[src/rtl/if_id_buffer_pkg.sv]
// Shared IF/ID constants and state encoding; pure definitions, no logic.
// Imported by the IF/ID buffer top and its slot entries.
package mips_if_pkg;

    localparam logic [31:0] NOP_WORD = 32'h0000_0000;
    localparam int          PC_INC   = 4;

    typedef enum logic [1:0] {
        EMPTY = 2'b00,
        ONE   = 2'b01,
        TWO   = 2'b10
    } state_t;

endpackage

[src/rtl/if_id_buffer_slot.sv]
// One IF/ID entry (valid, pc_plus4, instr); loads in 1 cycle, clear wins over load.
// No backpressure of its own: the owning FSM decides when to load or clear.
module if_id_slot #(
    parameter int PC_WIDTH    = 32,
    parameter int INSTR_WIDTH = 32
) (
    input  logic                   i_clk,
    input  logic                   i_reset,
    input  logic                   i_load,
    input  logic                   i_clear,
    input  logic [PC_WIDTH-1:0]    i_pc_plus4,
    input  logic [INSTR_WIDTH-1:0] i_instr,
    output logic                   o_valid,
    output logic [PC_WIDTH-1:0]    o_pc_plus4,
    output logic [INSTR_WIDTH-1:0] o_instr
);

    logic                   r_valid;
    logic [PC_WIDTH-1:0]    r_pc_plus4;
    logic [INSTR_WIDTH-1:0] r_instr;

    // Clear only drops valid; stale data is masked downstream by the valid bit.
    always_ff @(posedge i_clk or negedge i_reset) begin
        if (!i_reset) begin
            r_valid    <= 1'b0;
            r_pc_plus4 <= '0;
            r_instr    <= '0;
        end else if (i_clear) begin
            r_valid    <= 1'b0;
        end else if (i_load) begin
            r_valid    <= 1'b1;
            r_pc_plus4 <= i_pc_plus4;
            r_instr    <= i_instr;
        end
    end

    assign o_valid    = r_valid;
    assign o_pc_plus4 = r_pc_plus4;
    assign o_instr    = r_instr;

endmodule

[src/rtl/if_id_buffer.sv]
// IF/ID stage with main/skid entries; 1-cycle latency, absorbs the one in-flight read on stall.
// Optional IF_ID_PERF_CNT_EN adds saturating stall/flush counters (ports tied to 0 otherwise).
module if_id_buffer
    import mips_if_pkg::*;
#(
    parameter int                     PC_WIDTH    = 32,
    parameter int                     INSTR_WIDTH = 32,
    parameter logic [INSTR_WIDTH-1:0] NOP_WORD    = mips_if_pkg::NOP_WORD
) (
    input  logic                   i_clk,
    input  logic                   i_reset,
    input  logic                   i_enable,
    input  logic                   i_stall,
    input  logic                   i_flush,
    input  logic [PC_WIDTH-1:0]    i_pc,
    input  logic [INSTR_WIDTH-1:0] i_instr,
    input  logic                   i_instr_valid,
    output logic                   o_pc_write,
    output logic                   o_valid,
    output logic [INSTR_WIDTH-1:0] o_instr,
    output logic [PC_WIDTH-1:0]    o_pc_plus4,
    output logic                   o_skid_full,
    output logic [15:0]            o_stall_cnt,
    output logic [15:0]            o_flush_cnt
);

    state_t                 r_state;
    state_t                 w_state_nxt;
    logic                   w_m_load, w_m_clear, w_m_from_s;
    logic                   w_s_load, w_s_clear;
    logic [PC_WIDTH-1:0]    w_in_pc4;
    logic [PC_WIDTH-1:0]    w_m_pc4_d;
    logic [INSTR_WIDTH-1:0] w_m_instr_d;
    logic                   w_m_valid, w_s_valid;
    logic [PC_WIDTH-1:0]    w_m_pc4, w_s_pc4;
    logic [INSTR_WIDTH-1:0] w_m_instr, w_s_instr;

    assign w_in_pc4    = i_pc + PC_WIDTH'(PC_INC);
    assign w_m_pc4_d   = w_m_from_s ? w_s_pc4   : w_in_pc4;
    assign w_m_instr_d = w_m_from_s ? w_s_instr : i_instr;

    always_comb begin
        w_state_nxt = r_state;
        w_m_load    = 1'b0;
        w_m_clear   = 1'b0;
        w_m_from_s  = 1'b0;
        w_s_load    = 1'b0;
        w_s_clear   = 1'b0;
        if (i_enable) begin
            if (i_flush) begin
                w_m_clear   = 1'b1;
                w_s_clear   = 1'b1;
                w_state_nxt = EMPTY;
            end else begin
                case (r_state)
                    EMPTY: if (i_instr_valid) begin
                        w_m_load    = 1'b1;
                        w_state_nxt = ONE;
                    end
                    ONE: begin
                        if (!i_stall && i_instr_valid) begin
                            w_m_load = 1'b1;
                        end else if (!i_stall) begin
                            w_m_clear   = 1'b1;
                            w_state_nxt = EMPTY;
                        end else if (i_instr_valid) begin
                            w_s_load    = 1'b1;
                            w_state_nxt = TWO;
                        end
                    end
                    TWO: if (!i_stall) begin
                        w_m_load    = 1'b1;
                        w_m_from_s  = 1'b1;
                        w_s_clear   = 1'b1;
                        w_state_nxt = ONE;
                    end
                    default: w_state_nxt = EMPTY;
                endcase
            end
        end
    end

    always_ff @(posedge i_clk or negedge i_reset) begin
        if (!i_reset) begin
            r_state <= EMPTY;
        end else begin
            r_state <= w_state_nxt;
        end
    end

    if_id_slot #(.PC_WIDTH(PC_WIDTH), .INSTR_WIDTH(INSTR_WIDTH)) u_main (
        .i_clk      (i_clk),
        .i_reset    (i_reset),
        .i_load     (w_m_load),
        .i_clear    (w_m_clear),
        .i_pc_plus4 (w_m_pc4_d),
        .i_instr    (w_m_instr_d),
        .o_valid    (w_m_valid),
        .o_pc_plus4 (w_m_pc4),
        .o_instr    (w_m_instr)
    );

    if_id_slot #(.PC_WIDTH(PC_WIDTH), .INSTR_WIDTH(INSTR_WIDTH)) u_skid (
        .i_clk      (i_clk),
        .i_reset    (i_reset),
        .i_load     (w_s_load),
        .i_clear    (w_s_clear),
        .i_pc_plus4 (w_in_pc4),
        .i_instr    (i_instr),
        .o_valid    (w_s_valid),
        .o_pc_plus4 (w_s_pc4),
        .o_instr    (w_s_instr)
    );

    // A flush must let the PC load the branch target even while the buffer is full.
    assign o_pc_write  = i_enable & (i_flush |
                         ((r_state != TWO) & ~((r_state == ONE) & i_stall)));
    assign o_valid     = w_m_valid;
    assign o_instr     = w_m_valid ? w_m_instr : NOP_WORD;
    assign o_pc_plus4  = w_m_pc4;
    assign o_skid_full = w_s_valid;

`ifdef IF_ID_PERF_CNT_EN
    logic [15:0] r_stall_cnt;
    logic [15:0] r_flush_cnt;

    always_ff @(posedge i_clk or negedge i_reset) begin
        if (!i_reset) begin
            r_stall_cnt <= '0;
            r_flush_cnt <= '0;
        end else begin
            if (i_enable && i_stall && w_m_valid && (r_stall_cnt != 16'hFFFF))
                r_stall_cnt <= r_stall_cnt + 16'd1;
            if (i_enable && i_flush && (r_flush_cnt != 16'hFFFF))
                r_flush_cnt <= r_flush_cnt + 16'd1;
        end
    end

    assign o_stall_cnt = r_stall_cnt;
    assign o_flush_cnt = r_flush_cnt;
`else
    assign o_stall_cnt = 16'd0;
    assign o_flush_cnt = 16'd0;
`endif

    // With both entries full a new fetch has nowhere to go unless it is being flushed.
    a_no_fetch_when_full: assert property (@(posedge i_clk) disable iff (!i_reset)
        (i_enable && !i_flush && r_state == TWO) |-> !i_instr_valid);

endmodule

[config.mk]
export PLATFORM = sky130hd
export DESIGN_NAME = if_id_buffer
export DESIGN_NICKNAME = d
export VERILOG_FILES = /design/src/rtl/if_id_buffer_pkg.sv /design/src/rtl/if_id_buffer_slot.sv /design/src/rtl/if_id_buffer.sv
export SDC_FILE = /design/constraint.sdc
export NUM_CORES = 1
export LEC_CHECK = 0
export ABC_AREA = 1
export BUFFER_PORTS_ARGS = -buffer_cell sky130_fd_sc_hd__buf_2
export CORE_ASPECT_RATIO = 2
export CORE_MARGIN = 1.5
export CORE_UTILIZATION = 45
export CTS_CLUSTER_DIAMETER = 150
export DETAILED_ROUTE_END_ITERATION = 8
export PLACE_DENSITY = 0.78
export SYNTH_ARGS = -nofsm -noshare
export SYNTH_HDL_FRONTEND = slang
export SYNTH_SLANG_ARGS = --single-unit
export TNS_END_PERCENT = 100
[constraint.sdc]
create_clock -name i_clk -period 1.5 [get_ports i_clk]
set_input_delay 0.15 -clock i_clk [delete_from_list [all_inputs] [get_ports i_clk]]
set_output_delay 0.15 -clock i_clk [all_outputs]
set_load 0.05 [all_outputs]
==> impl_metrics.py <==
metrics = {
    "status": {
        "status": "finished with violations",
        "violations": "negative hold slack, negative setup slack",
    },
    "sta": {
        "fmax_mhz": 580,
        "rsz0062_at_grt": "true",
        "min_period_ps": 1720,
        "post-route-period-util": 1.15,
        "fin_skew_ps": 8.31,
        "setup_viol": 143,
        "hold_violations": 3,
        "maxSlewViolCount": 0,
        "hold-worst-slack_ps": -5.39,
        "timing.final.ws_setup_ps": -224,
    },
    "die": {
        "die-height_um": 180,
        "dieArea_um2": 16400,
        "core_area_um2": 15300,
        "initial_core_util": 0.460,
        "die_w_um": 91.4,
        "rows": 64,
        "ios": 169,
    },
    "clocking": {
        "cts_tree": "done",
        "htreeDepth": 4,
        "clock_latency_ps": 420,
        "clockRootBuffer": "clkbuf_16",
        "cts.clk_slew.worst_paths_ps": 70,
        "cts_made_buffers": 17,
        "cts_num_sinks": 132,
        "clk_path_buf_depth": 2,
    },
    "logic_synthesis": {
        "avgSynthCellArea_um2": 7.15,
        "yosys.cell_types.count": 25,
        "synth_ff_type": "dfrtp_1",
        "yosysWarningCount": 0,
        "syn_area_um2": 7040,
        "synthCells": 984,
        "synth-edff-count": 0,
        "yosysSeqAreaShare": 0.469,
        "synthArstFlopShare": 1.00,
        "ys_ff_latch": 132,
    },
    "layout": {
        "drive_above_1_share": 0.324,
        "fin_util": 0.699,
        "final_nets": 1268,
        "area_growth_pct": 51.9,
    },
    "route": {
        "drc": 0,
        "wl_per_cell_um": 17.8,
        "drtPass1Iterations": 5,
        "vias": 7284,
        "wl_mm": 25.1,
        "drtIter0Drc": 469,
        "final_antenna_net_count": 0,
        "vias_per_cell": 5.17,
    },
    "place": {
        "dp_slack_ps": -188,
        "hpwlAfterDp_mm": 13.5,
        "io_buffers": 136,
        "place.gp.congestion": 0.989,
    },
    "setup_path": {
        "cp_max_fo": 12,
        "cp.required_ps": 1830,
        "crit_path_end_kind": "flip-flop",
        "startpoint_type": "flip-flop",
        "crit_arrival_ps": 2050,
        "worstSetupPathType": "flip-flop to flip-flop",
    },
    "grt": {
        "grt_pass1_vias": 6551,
        "grt_max_degree": 73,
        "grt_antenna_before_repair": 1,
        "grt_pass1_wl_mm": 31.9,
        "globalRouteTotalUtil": 0.249,
        "grt-ovfl-total": 0,
    },
    "worst_hold_path": {
        "hold_path_class": "input port to flip-flop",
    },
    "run": {
        "maxCapViolations": 0,
    },
    "pwr": {
        "power_density_nw_per_um2": 1410,
        "power.leakage_nw": 5.71,
        "ir_worst_vdd_mv": 0.932,
    },
}
-- critical path, cell delays in order, from the launching register on --
cell and delay, ps:
dfrtp_1 400, nor2_2 130, buf_4 120, nand2_2 60, nor2_4 200, buf_12 150
inv_12 60, clkbuf_16 160, nand2_1 60, o21ai_1 70, o21ai_1 200
-- layout make-up --
class,count,area [µm²]
Timing Repair inverter,1,11.3
Antenna cell,1,2.50
Inverter,121,586
Multi-Input combinational cell,686,3410
Fill cell,1149,4600
Clock inverter,14,221
Sequential cell,132,3300
Clock buffer,18,429
Timing Repair Buffer,238,2480
Tap cell,198,248
-- report_power, final --
| group | internal, W | switching [W] |
|---|---|---|
| Combinational | 0.00166 | 0.00318 |
| Clock | 0.00297 | 0.00168 |
| Sequential | 0.00477 | 0.000843 |
-- stage by stage --
| step | TNS, ps | instance area [µm²] | std cells | power (W) |
|---|---|---|---|---|
| after CTS | -4180 | 9430 | 1366 | 0.0144 |
| after detailed placement | -2330 | 8220 | 1319 | 0.00936 |
| final | -14090 | 10700 | 1409 | 0.0151 |
| after global placement | -2000 | 8220 | 1319 | 0.00922 |
| after floorplan | -29.5 | 7270 | 1015 | 0.00827 |
| after global routing | -23770 | 10700 | 1409 | 0.0158 |
-- path summary, 6_finish.rpt --
| kind | startpoint | end | cells after the start | slack (ps) |
|---|---|---|---|---|
| max in group asynchronous | i_reset | u_main.o_instr[31] | 3 | 660 |
| max reg2reg | r_state[0] | u_main.o_instr[29] | 10 | -220 |
| min reg2reg | u_main.o_pc_plus4[19] | u_main.o_pc_plus4[19] | 2 | 470 |
| min in group asynchronous | i_reset | u_main.o_pc_plus4[29] | 2 | 220 |
| max | r_state[0] | u_main.o_instr[29] | 10 | -220 |
| min | i_instr[0] | u_skid.o_instr[0] | 3 | -5 |
-- routing by layer --
layer	routed length [µm]	track usage	vias up
li1	-	-	3417
met1	8170	0.256	3420
met2	13900	0.467	348
met3	1280	0.0385	99
met4	1720	0.137	0
met5	0	0	-
-- placed cells by master, fill, tap and decap left out, types with 8 or more instances in the layout --
cell	count
nand2_1	318
dfrtp_1	131
o21ai_1	111
buf_2	101
inv_1	84
nor2_1	58
nand3_1	37
buf_6	37
clkbuf_16	36
buf_4	33
nand2_4	32
conb_1	32
clkinvlp_4	29
o21ai_0	18
buf_8	18
nand2_2	16
buf_12	16
o21ai_2	15
a21oi_2	9
dlygate4sd3_1	8
-- what timing repair did --
| item | CTS | global route |
|---|---|---|
| hold buffers | 7 | 1 |
| setup buffers | 4 | 13 |
| cloned | 4 | 28 |
| gates resized for setup | 120 | 170 |
| setup endpoints to repair | 90 | 141 |
| hold endpoints to repair | 49 | 1 |
| pin swaps | 2 | 16 |
-- cell usage after synthesis (2+ instances only) --
| cell | count | area [µm²] |
|---|---|---|
| o21a_1 | 2 | 15.0 |
| o21ai_1 | 92 | 460 |
| clkbuf_1 | 18 | 67.6 |
| buf_2 | 13 | 65.1 |
| buf_4 | 43 | 323 |
| nand2_1 | 368 | 1380 |
| buf_6 | 2 | 22.5 |
| o21ai_0 | 54 | 270 |
| a21oi_1 | 14 | 70.1 |
| inv_1 | 116 | 435 |
| nor2_1 | 66 | 248 |
| dfrtp_1 | 132 | 3300 |
| nand3_1 | 41 | 205 |
| inv_2 | 5 | 18.8 |
| xnor2_1 | 2 | 17.5 |
| xor2_1 | 7 | 61.3 |
-- sequential cells by signal, indices dropped and copies added, names as in the netlist --
register / flops
r_state: 2
u_skid.o_instr: 32
u_skid.o_pc_plus4: 32
u_main.o_instr: 32
u_main.o_pc_plus4: 32
u_main.o_valid: 1
u_skid.o_valid: 1
-- logic make-up after synthesis --
logic type / synth area share
DFF: 0.469
other: 0.000533
and+or+nand+nor: 0.264
AOI/OAI and AO/OA: 0.120
xor gates and xnor gates: 0.0112
buffers and inverters: 0.132
adders and majority gates: 0.00178
Note: power is estimated with default switching activity, not from simulation.
